File: src/rtl/booth_seq_divider_pkg.sv
// Shared definitions for the sequential signed divider: default width,
// controller state encoding and iteration counter width.
package booth_div_pkg;

    localparam int DIV_N     = 8;
    localparam int DIV_CNT_W = $clog2(2 * DIV_N);

    typedef enum logic [2:0] {
        ST_IDLE = 3'd0,
        ST_PREP = 3'd1,
        ST_DIV  = 3'd2,
        ST_FIX  = 3'd3,
        ST_DONE = 3'd4
    } div_state_e;

endpackage

File: src/rtl/booth_seq_divider_if.sv
// Operand/result handshake bundle of the divider. The master drives operands
// and accepts results; the slave (the divider) does the opposite.
interface booth_seq_divider_if
    import booth_div_pkg::*;
    #(parameter int N = DIV_N)
    ();

    logic           in_valid;
    logic           in_ready;
    logic [2*N-1:0] dividend;
    logic [N-1:0]   divisor;
    logic           out_valid;
    logic           out_ready;
    logic [N-1:0]   quotient;
    logic [N-1:0]   remainder;
    logic           ovf;
    logic           dz;

    modport master (
        output in_valid, dividend, divisor, out_ready,
        input  in_ready, out_valid, quotient, remainder, ovf, dz
    );

    modport slave (
        input  in_valid, dividend, divisor, out_ready,
        output in_ready, out_valid, quotient, remainder, ovf, dz
    );

endinterface

File: src/rtl/booth_seq_divider_div_step.sv
// One restoring division step: shift the next dividend bit into the partial
// remainder and trial-subtract the divisor magnitude with a ripple borrow chain.
module div_step #(
    parameter int N = 8
) (
    input  logic [N:0]   prem,
    input  logic         qmsb,
    input  logic [N-1:0] dmag,
    output logic [N:0]   prem_nxt,
    output logic         qbit
);

    logic [N:0] shifted_s;
    logic [N:0] subtr_s;
    logic [N:0] diff_s;
    logic       borrow_s;

    // Ripple subtractor; a bit shifted out of the top guarantees the trial fits.
    always_comb begin
        logic brw;
        shifted_s = {prem[N-1:0], qmsb};
        subtr_s   = {1'b0, dmag};
        diff_s    = {(N+1){1'b0}};
        brw       = 1'b0;
        for (int i = 0; i <= N; i++) begin
            diff_s[i] = shifted_s[i] ^ subtr_s[i] ^ brw;
            brw       = (~shifted_s[i] & subtr_s[i]) |
                        (~(shifted_s[i] ^ subtr_s[i]) & brw);
        end
        borrow_s = brw & ~prem[N];
        if (borrow_s) begin
            prem_nxt = shifted_s;
            qbit     = 1'b0;
        end else begin
            prem_nxt = diff_s;
            qbit     = 1'b1;
        end
    end

endmodule

File: src/rtl/booth_seq_divider.sv
// Multi-cycle signed divider (2N-bit dividend / N-bit divisor), truncating
// toward zero, one restoring quotient bit per clock, saturating on overflow.
module booth_seq_divider
    import booth_div_pkg::*;
    #(parameter int N = DIV_N)
    (
    input logic               clk,
    input logic               rst_n,
    booth_seq_divider_if.slave bus
);

    localparam int CW = (N == DIV_N) ? DIV_CNT_W : $clog2(2 * N);
    localparam logic [CW-1:0]    CNT_LAST = CW'(2 * N - 1);
    localparam logic [CW-1:0]    CNT_ZERO = CW'(0);
    localparam logic [CW-1:0]    CNT_ONE  = CW'(1);
    localparam logic [2*N-1:0]   QPOS_MAX = (2*N)'((1 << (N - 1)) - 1);
    localparam logic [2*N-1:0]   QNEG_MAX = (2*N)'(1 << (N - 1));
    localparam logic [N-1:0]     SAT_POS  = {1'b0, {(N-1){1'b1}}};
    localparam logic [N-1:0]     SAT_NEG  = {1'b1, {(N-1){1'b0}}};

    div_state_e     state_r;
    logic [2*N-1:0] dvd_r;
    logic [N-1:0]   dsr_r;
    logic           sq_r;
    logic           sr_r;
    logic           zdiv_r;
    logic [N-1:0]   dmag_r;
    logic [N:0]     prem_r;
    logic [2*N-1:0] qreg_r;
    logic [CW-1:0]  cnt_r;
    logic           in_ready_r;
    logic           out_valid_r;
    logic [N-1:0]   quotient_r;
    logic [N-1:0]   remainder_r;
    logic           ovf_r;
    logic           dz_r;

    logic [2*N-1:0] dvd_mag_s;
    logic [N-1:0]   dsr_mag_s;
    logic [N:0]     prem_nxt_s;
    logic           qbit_s;
    logic           ovf_s;
    logic [N-1:0]   quot_s;
    logic [N-1:0]   rem_s;

    assign bus.in_ready  = in_ready_r;
    assign bus.out_valid = out_valid_r;
    assign bus.quotient  = quotient_r;
    assign bus.remainder = remainder_r;
    assign bus.ovf       = ovf_r;
    assign bus.dz        = dz_r;

    // Operand magnitudes; the most negative value maps to its unsigned magnitude.
    always_comb begin
        dvd_mag_s = dvd_r;
        dsr_mag_s = dsr_r;
        if (dvd_r[2*N-1]) begin
            dvd_mag_s = -dvd_r;
        end else begin
            dvd_mag_s = dvd_r;
        end
        if (dsr_r[N-1]) begin
            dsr_mag_s = -dsr_r;
        end else begin
            dsr_mag_s = dsr_r;
        end
    end

    div_step #(.N(N)) u_step (
        .prem     (prem_r),
        .qmsb     (qreg_r[2*N-1]),
        .dmag     (dmag_r),
        .prem_nxt (prem_nxt_s),
        .qbit     (qbit_s)
    );

    // Sign fix-up, overflow detection and saturation of the finished quotient.
    always_comb begin
        ovf_s  = 1'b0;
        quot_s = {N{1'b0}};
        rem_s  = {N{1'b0}};
        if (zdiv_r) begin
            quot_s = {N{1'b0}};
            rem_s  = dvd_r[N-1:0];
            ovf_s  = 1'b0;
        end else begin
            if (sq_r) begin
                ovf_s = (qreg_r > QNEG_MAX);
            end else begin
                ovf_s = (qreg_r > QPOS_MAX);
            end
            if (ovf_s) begin
                quot_s = sq_r ? SAT_NEG : SAT_POS;
            end else if (sq_r) begin
                quot_s = -qreg_r[N-1:0];
            end else begin
                quot_s = qreg_r[N-1:0];
            end
            // Remainder magnitude is below |divisor| so it always fits in N bits.
            if (sr_r) begin
                rem_s = -prem_r[N-1:0];
            end else begin
                rem_s = prem_r[N-1:0];
            end
        end
    end

    // Controller FSM with all datapath and output registers.
    always_ff @(posedge clk or negedge rst_n) begin
        if (!rst_n) begin
            state_r     <= ST_IDLE;
            dvd_r       <= {(2*N){1'b0}};
            dsr_r       <= {N{1'b0}};
            sq_r        <= 1'b0;
            sr_r        <= 1'b0;
            zdiv_r      <= 1'b0;
            dmag_r      <= {N{1'b0}};
            prem_r      <= {(N+1){1'b0}};
            qreg_r      <= {(2*N){1'b0}};
            cnt_r       <= CNT_ZERO;
            in_ready_r  <= 1'b1;
            out_valid_r <= 1'b0;
            quotient_r  <= {N{1'b0}};
            remainder_r <= {N{1'b0}};
            ovf_r       <= 1'b0;
            dz_r        <= 1'b0;
        end else begin
            case (state_r)
                ST_IDLE: begin
                    if (bus.in_valid) begin
                        dvd_r      <= bus.dividend;
                        dsr_r      <= bus.divisor;
                        sq_r       <= bus.dividend[2*N-1] ^ bus.divisor[N-1];
                        sr_r       <= bus.dividend[2*N-1];
                        in_ready_r <= 1'b0;
                        state_r    <= ST_PREP;
                    end
                end
                ST_PREP: begin
                    dmag_r <= dsr_mag_s;
                    if (dsr_r == {N{1'b0}}) begin
                        zdiv_r  <= 1'b1;
                        state_r <= ST_FIX;
                    end else begin
                        zdiv_r  <= 1'b0;
                        prem_r  <= {(N+1){1'b0}};
                        qreg_r  <= dvd_mag_s;
                        cnt_r   <= CNT_LAST;
                        state_r <= ST_DIV;
                    end
                end
                ST_DIV: begin
                    prem_r <= prem_nxt_s;
                    qreg_r <= {qreg_r[2*N-2:0], qbit_s};
                    if (cnt_r == CNT_ZERO) begin
                        state_r <= ST_FIX;
                    end else begin
                        cnt_r <= cnt_r - CNT_ONE;
                    end
                end
                ST_FIX: begin
                    quotient_r  <= quot_s;
                    remainder_r <= rem_s;
                    ovf_r       <= ovf_s;
                    dz_r        <= zdiv_r;
                    out_valid_r <= 1'b1;
                    state_r     <= ST_DONE;
                end
                ST_DONE: begin
                    if (bus.out_ready) begin
                        out_valid_r <= 1'b0;
                        in_ready_r  <= 1'b1;
                        state_r     <= ST_IDLE;
                    end
                end
                default: begin
                    out_valid_r <= 1'b0;
                    in_ready_r  <= 1'b1;
                    state_r     <= ST_IDLE;
                end
            endcase
        end
    end

endmodule

File: src/flat_wrapper.sv
// flat-port wrapper written by rule: the top's interface ports become plain ports
module booth_seq_divider_flat import booth_div_pkg::*;
#(parameter int N = DIV_N)
  (clk, rst_n, bus_in_valid, bus_dividend, bus_divisor, bus_out_ready, bus_in_ready, bus_out_valid, bus_quotient, bus_remainder, bus_ovf, bus_dz);
  booth_seq_divider_if #(.N(N)) bus_i ();
  input logic clk;
  input logic rst_n;
  input wire logic [$bits(bus_i.in_valid)-1:0] bus_in_valid;
  input wire logic [$bits(bus_i.dividend)-1:0] bus_dividend;
  input wire logic [$bits(bus_i.divisor)-1:0] bus_divisor;
  input wire logic [$bits(bus_i.out_ready)-1:0] bus_out_ready;
  output wire logic [$bits(bus_i.in_ready)-1:0] bus_in_ready;
  output wire logic [$bits(bus_i.out_valid)-1:0] bus_out_valid;
  output wire logic [$bits(bus_i.quotient)-1:0] bus_quotient;
  output wire logic [$bits(bus_i.remainder)-1:0] bus_remainder;
  output wire logic [$bits(bus_i.ovf)-1:0] bus_ovf;
  output wire logic [$bits(bus_i.dz)-1:0] bus_dz;
  assign bus_i.in_valid = bus_in_valid;
  assign bus_i.dividend = bus_dividend;
  assign bus_i.divisor = bus_divisor;
  assign bus_i.out_ready = bus_out_ready;
  assign bus_in_ready = bus_i.in_ready;
  assign bus_out_valid = bus_i.out_valid;
  assign bus_quotient = bus_i.quotient;
  assign bus_remainder = bus_i.remainder;
  assign bus_ovf = bus_i.ovf;
  assign bus_dz = bus_i.dz;
  booth_seq_divider #(.N(N)) u_core (.clk(clk), .rst_n(rst_n), .bus(bus_i));
endmodule
File: config.mk
export PLATFORM = sky130hd
export DESIGN_NAME = booth_seq_divider_flat
export DESIGN_NICKNAME = d
export VERILOG_FILES = /design/src/rtl/booth_seq_divider_pkg.sv /design/src/rtl/booth_seq_divider_if.sv /design/src/rtl/booth_seq_divider_div_step.sv /design/src/rtl/booth_seq_divider.sv /design/src/flat_wrapper.sv
export SDC_FILE = /design/constraint.sdc
export NUM_CORES = 1
export LEC_CHECK = 0
export BUFFER_PORTS_ARGS = -buffer_cell sky130_fd_sc_hd__clkbuf_2
export CAP_MARGIN = 20
export CORE_MARGIN = 10
export CORE_UTILIZATION = 44
export CTS_CLUSTER_DIAMETER = 50
export DETAILED_ROUTE_END_ITERATION = 10
export HOLD_SLACK_MARGIN = 0.08
export PLACE_DENSITY = 0.7
export RECOVER_POWER = 100
export SETUP_SLACK_MARGIN = 0.5
export SLEW_MARGIN = 10
export SYNTH_ARGS = -nofsm -noshare
export SYNTH_HDL_FRONTEND = slang
export SYNTH_HIERARCHICAL = 1
export SYNTH_SLANG_ARGS = --single-unit
File: constraint.sdc
create_clock -name clk -period 6.6 [get_ports clk]
set_input_delay 1.65 -clock clk [delete_from_list [all_inputs] [get_ports clk]]
set_output_delay 1.65 -clock clk [all_outputs]
set_load 0.005 [all_outputs]
======== Word-level counts from Yosys, hierarchy flattened ========
Cells that the tools add are included.
storage, ports and cells
  register bits after elaboration ......... 87
  input bits .............................. 28
  output and inout bits ................... 20
  logic and storage cells ................. 135
operators by class
  add/sub/neg operators ................... 5
  $lt $le $gt $ge ......................... 2
  equal/unequal tests ..................... 9
  mux-type cells .......................... 31
  bitwise operators ....................... 60
  reduce and logical (&&, ||, !) cells .... 12
operators by type and width
  operator                                                         count
  two-way mux 8 bit                                                7
  two-way mux 16 bit                                               2
  one-hot mux 16 bit (2 select lines)                              1
  negator 8 bit                                                    3
  inverter 1 bit                                                   19
  two-way mux 9 bit                                                2
  one-hot mux 9 bit (2 select lines)                               1
  AND 1 bit                                                        17
  XOR 1 bit                                                        17
  greater-than comparator 16 x 7 -> 1 bit (second input constant)  1
  greater-than comparator 16 x 8 -> 1 bit (second input constant)  1
  negator 16 bit                                                   1
  one-hot mux 3 bit (5 select lines)                               1
  two-way mux 1 bit                                                9
  two-way mux 3 bit                                                3
  AND reduction 3 bit                                              3
  zero test 8 bit                                                  1
  two-way mux 4 bit                                                2
  != test 2 bit (second input constant)                            4
  one-hot mux 4 bit (2 select lines)                               1
  OR 1 bit                                                         7
  == test 3 x 2 -> 1 bit (second input constant)                   2
  one-hot mux 1 bit (3 select lines)                               2
  AND reduction 2 bit                                              3
  8 further kinds                                                  9

======== Longest topological paths before layout ========
  depth in word-level cells ............... 20
  gate-level depth with buffers ........... 15
  mapped depth without buffers ............ 14

======== Hierarchy ========
The synthesis kept the hierarchy.
modules (own cells, without submodules)
  module             times used  cells an instance  area each (um2)  sequential area each (um2)
  booth_seq_divider  1           439                4,349.2          2,153.3
  div_step           1           29                 314.1            0.0

======== Least setup slack after synthesis ========
OpenSTA, ideal clock, no wires.
  path type ............................... reg-to-reg
  start ................................... reg u_core.qreg_r[15]
  end ..................................... reg u_core.prem_r[6]
  arrival time ............................ 3.909 ns
  required time ........................... 6.479 ns
  slack ................................... 2.570 ns
  cell stages (with the launch flop) ...... 15
  path buffers ............................ 1
  cell sequence ........................... dfrtp_1 > inv_1 > ha_1 > fa_1 > fa_1 > fa_1 > fa_1 > fa_1 > fa_1 > fa_1 > ha_1 > nand2b_4 > buf_6 > mux2i_1 > a22o_1
on the way
  longest elaborated chain between the ends .. 20
ends and longest elaborated chain
  element                               RTL line                          RTL
  start, declared                       booth_seq_divider.sv:29           logic [2*N-1:0] qreg_r;
  start signal, assigned                booth_seq_divider.sv:119          qreg_r <= {(2*N){1'b0}};
  start signal, assigned                booth_seq_divider.sv:147          qreg_r <= dvd_mag_s;
  start signal, assigned                booth_seq_divider.sv:154          qreg_r <= {qreg_r[2*N-2:0], qbit_s};
  inverter 1 bit *                      booth_seq_divider_div_step.sv:27  brw = (~shifted_s[i] & subtr_s[i]) |
  AND 1 bit *                           booth_seq_divider_div_step.sv:27
  AND 1 bit *                           booth_seq_divider_div_step.sv:28  (~(shifted_s[i] ^ subtr_s[i]) & brw);
  OR 1 bit *                            booth_seq_divider_div_step.sv:27
  AND 1 bit *                           booth_seq_divider_div_step.sv:28
  OR 1 bit *                            booth_seq_divider_div_step.sv:27
  AND 1 bit *                           booth_seq_divider_div_step.sv:28
  OR 1 bit *                            booth_seq_divider_div_step.sv:27
  (+5 left out)                         -
  OR 1 bit                              booth_seq_divider_div_step.sv:27
  AND 1 bit                             booth_seq_divider_div_step.sv:28
  OR 1 bit                              booth_seq_divider_div_step.sv:27
  AND 1 bit                             booth_seq_divider_div_step.sv:28
  AND 1 bit                             booth_seq_divider_div_step.sv:30  borrow_s = brw & ~prem[N];
  two-way mux 9 bit *                   booth_seq_divider_div_step.sv:31  if (borrow_s) begin
  via u_core.prem_nxt_s[6]              booth_seq_divider.sv:40           logic [N:0] prem_nxt_s;
  one-hot mux 9 bit (2 select lines) *  booth_seq_divider.sv:128          case (state_r)
  end signal, assigned                  booth_seq_divider.sv:118          prem_r <= {(N+1){1'b0}};
  end signal, assigned                  booth_seq_divider.sv:146          prem_r <= {(N+1){1'b0}};
  end signal, assigned                  booth_seq_divider.sv:153          prem_r <= prem_nxt_s;
  end, declared                         booth_seq_divider.sv:28           logic [N:0] prem_r;
Mark *: on every way through the listed nets, which the timed path passes. The rest lies on a longest branch.
A chain may end at the register's enable or synchronous reset.

======== Final worst setup path ========
  start ................................... reg u_core.qreg_r[15]
  end ..................................... reg u_core.prem_r[0]
on the way
  longest elaborated chain between the ends .. 20
ends and longest elaborated chain
  element                               RTL line
  inverter 1 bit                        booth_seq_divider_div_step.sv:27
  AND 1 bit                             booth_seq_divider_div_step.sv:27
  AND 1 bit                             booth_seq_divider_div_step.sv:28
  OR 1 bit                              booth_seq_divider_div_step.sv:27
  AND 1 bit                             booth_seq_divider_div_step.sv:28
  OR 1 bit                              booth_seq_divider_div_step.sv:27
  AND 1 bit                             booth_seq_divider_div_step.sv:28
  OR 1 bit                              booth_seq_divider_div_step.sv:27
  (+5 left out)                         -
  OR 1 bit                              booth_seq_divider_div_step.sv:27
  AND 1 bit                             booth_seq_divider_div_step.sv:28
  OR 1 bit                              booth_seq_divider_div_step.sv:27
  AND 1 bit                             booth_seq_divider_div_step.sv:28
  AND 1 bit                             booth_seq_divider_div_step.sv:30
  two-way mux 9 bit *                   booth_seq_divider_div_step.sv:31
  via u_core.prem_nxt_s[0]              booth_seq_divider.sv:40
  one-hot mux 9 bit (2 select lines) *  booth_seq_divider.sv:128
Marks and branches as above.

==> key figures <==
Outcome
  • Run status: complete, no violations

Logic synthesis
  • Seq/Total Area, Yosys: 46.2%
  • Mapped Nets: 510
  • Netlist Area Pre-Place: around 4700 um2
  • Area leader, netlist: dfrtp_1
  • Most instantiated library cell after synthesis: dfrtp_1
  • Unique cell type count in the Yosys netlist: 57
  • Cell count after synthesis: 468
  • Dominant synthesized flop cell: dfrtp_1
  • Synth area leaders: dfrtp_1 (46%), mux2_2 (5.3%), nand2_1 (5.1%)
  • Number of warnings issued by yosys: 6
  • Synth top area share: 45.6%
  • Syn Area/Cell: 9.96 um2
  • Register bit count reported by yosys: between 80 and 90
  • Commonest cells post-synth: dfrtp_1 (85), nand2_1 (63), o21ai_0 (45)
  • EDFF count, synth: 0
  • Async S/R FF share, synth: 100%

Detailed routing
  • DR pass1 iterations: 5
  • Routed len/inst: 16.2 um
  • DRT antenna net count: 0
  • DR vias: 3559
  • DRC viols: 0
  • Initial drt markers: 329
  • WL final: 10400 um
  • Via-per-instance ratio: 5.55

Cells and area
  • P&R area growth vs syn: 10.1%
  • Ratio of cells with drive above 1 in the final layout: 15.8%
  • Fin util: 49.7%
  • Design Area, Final: just over 5000 um2
  • Antenna cells: 0
  • Nets: between 500 and 600

Global route
  • Vias in the first global route: 3602
  • Initial antenna violation count: 0
  • First-pass GRT wire length: 17600 um
  • Largest net degree at the start of global routing: 87
  • GRT overflow: 0
  • Global Route Usage Sum: 14.5%

Timing
  • Final setup viols: 0
  • Rel. slew slack: 12.9%
  • Slew Viols, Final: 0
  • Fin. Hold Viols: 0
  • Worst Max-Slew Pin Slew: 1.31 ns
  • Period minus WS final: 4.57 ns
  • RSZ-0062 raised after global routing: false
  • Crit share post-route: 69.2%
  • Peak Freq: 219 MHz
  • Clock Skews: 0.00614 ns
  • Setup TNS: 0 ns

Worst setup path
  • Worst path depth: 14
  • Worst-case reg-to-reg path depth: 14
  • Slowest-stage cell, CP: nand2b_1
  • Crit Path Max Fanout: 10
  • Critical path's largest stage delay: ~0.44 ns
  • CP Buf/Inv Count: 1
  • Worst setup SP type: flop
  • Setup crit start: u_core/qreg_r[15]
  • R2R Path End: u_core/prem_r[0]
  • Arr. time, crit path: around 4.9 ns
  • Setup crit end: u_core/prem_r[0]
  • Crit path top cell by count: fa_1
  • R2R Setup Slk: 2.03 ns
  • R2R Path Start: u_core/qreg_r[15]
  • CP top delay family: adder cells
  • Worst setup EP type: flop
  • Critical path type: flop to flop
  • Worst-path cell chain: inv_1 > ha_1 > fa_1 > fa_1 > fa_1 > fa_1 > fa_1 > fa_1 > fa_1 > ha_1 > nand2b_1 > mux2i_1 > nand2_1 > o21ai_0
  • Worst path required time: 6.88 ns

Clock tree
  • Worst-skew pair later-pin latency: ~0.37 ns
  • Clk sinks: between 80 and 90
  • Clk root buf: clkbuf_8
  • Postcts setup bufs: 0
  • # hold bufs at CTS: 0
  • TritonCTS Buffers: 9
  • CTS H-tree lvls: 3
  • CTS tree: yes
  • Resized cells post-CTS: 0
  • Clock-pin slew on the worst setup and hold paths: 0.08 ns
  • Clk buf depth: 2

Job
  • Max-Cap Viols: 0

Placed design
  • Placed cell areas: 4970 um2
  • Routability cong.: 0.851
  • DP HPWL: 7580 um
  • I/O Buffers: 47

Power and ir drop
  • Pwr Density: approximately 530 nW/um2
  • VDD IR max: around 0.25 mV
  • Static Leak: 2.28 nW
  • Final Total Pwr: 0.00270 W

Floorplanning
  • Chip height: 123 um
  • Die ar.: 15100 um2
  • Core area: roughly 10000 um2
  • Die Span X: roughly 120 um
  • Top-Level Pins: 48
  • Starting Density: 45.2%
  • Row count: 37

Worst hold path
  • HP Class: flop to flop
[logic make-up after synthesis]
kind of cell	count (synthesis)	synth area share [%]
AOI/OAI and AO/OA	111	15.6
xor gates and xnor gates	27	5.07
adders and majority gates	14	4.88
buffers and inverters	52	4.67
DFF	86	46.2
muxes	40	9.18
and+or+nand+nor	138	14.4
[power breakdown]
group / internal, W / total [W] / switching [W]
sequential: 0.000771 / 0.00107 / 0.000299
combinational: 0.000601 / 0.00128 / 0.000677
clock: 0.000167 / 0.000350 / 0.000183
[through the flow]
| step | worst slack [ns] | hold WS, ns | instances |
|---|---|---|---|
| after floorplan | 2.57 | 0.454 | 468 |
| after global placement | 2.50 | 0.464 | 624 |
| after detailed placement | 2.37 | 0.472 | 624 |
| after CTS | 2.35 | 0.490 | 640 |
| after global routing | 1.81 | 0.513 | 641 |
| final | 2.03 | 0.486 | 641 |
[worst min-delay path by stage]
stage                            start                      end  cells after the start
3_3_place_gp   u_core/bus.remainder[5]  u_core/bus.remainder[5]                      2
2_1_floorplan         u_core/dmag_r[0]         u_core/dmag_r[0]                      2
4_1_cts         u_core/bus.quotient[3]   u_core/bus.quotient[3]                      2
5_1_grt                u_core/cnt_r[0]          u_core/cnt_r[0]                      1
6_report       u_core/bus.remainder[5]  u_core/bus.remainder[5]                      2
3_5_place_dp    u_core/bus.quotient[3]   u_core/bus.quotient[3]                      2
[worst register-to-register path, delay by kind of cell, from the launching register on]
kind	cells	cell delay, ns
flops	1	0.37
fa+ha+maj	9	3.19
simple gates	2	0.51
compound gates	1	0.08
buf+inv	1	0.07
mux	1	0.28
[layout make-up]
| type | count | area, um2 |
|---|---|---|
| Tap cell | 136 | 170 |
| Clock buffer | 13 | 169 |
| Fill cell | 980 | 5190 |
| Multi-Input combinational cell | 330 | 2280 |
| Clock inverter | 3 | 17.5 |
| Sequential cell | 86 | 2150 |
| Timing Repair Buffer | 52 | 259 |
| Inverter | 21 | 78.8 |
[sequential cells by signal (all words and copies together), names as in the netlist]
| name | count |
|---|---|
| u_core/bus.out_valid | 1 |
| u_core/bus.remainder | 8 |
| u_core/zdiv_r | 1 |
| u_core/bus.quotient | 8 |
| u_core/dmag_r | 8 |
| u_core/bus.ovf | 1 |
| u_core/bus.dz | 1 |
| u_core/dsr_r | 8 |
| u_core/sq_r | 1 |
| u_core/dvd_r | 16 |
| u_core/qreg_r | 16 |
| u_core/prem_r | 9 |
| u_core/bus.in_ready | 1 |
| u_core/state_r | 3 |
| u_core/cnt_r | 4 |
[layout by cell type (no fill, tap or decap), types with 4 or more instances in the layout]
cell type	Yosys	final
dfrtp_1	85	85
nand2_1	63	63
o21ai_0	45	45
clkbuf_2	0	29
nor2_1	26	27
clkbuf_1	16	22
mux2_2	22	22
inv_1	21	21
a21oi_1	18	18
mux2i_1	18	18
xnor2_1	14	14
xor2_1	13	13
clkbuf_8	0	12
o31ai_1	9	9
a22o_1	8	8
ha_1	7	7
fa_1	7	7
nor2b_1	6	5
nor3b_1	5	5
nand3_1	5	5
o41ai_1	5	5
a31oi_1	4	4
or4_1	4	4
[metal layers]
layer  vias up  GRT usage (%)  routed length, um
met4         0           4.12                113
met1      1756           19.5               4910
li1       1706              -                  -
met5         -              0                  0
met3        11           4.38                682
met2        86           22.1               4680
Power figures use the tool's default switching activity.
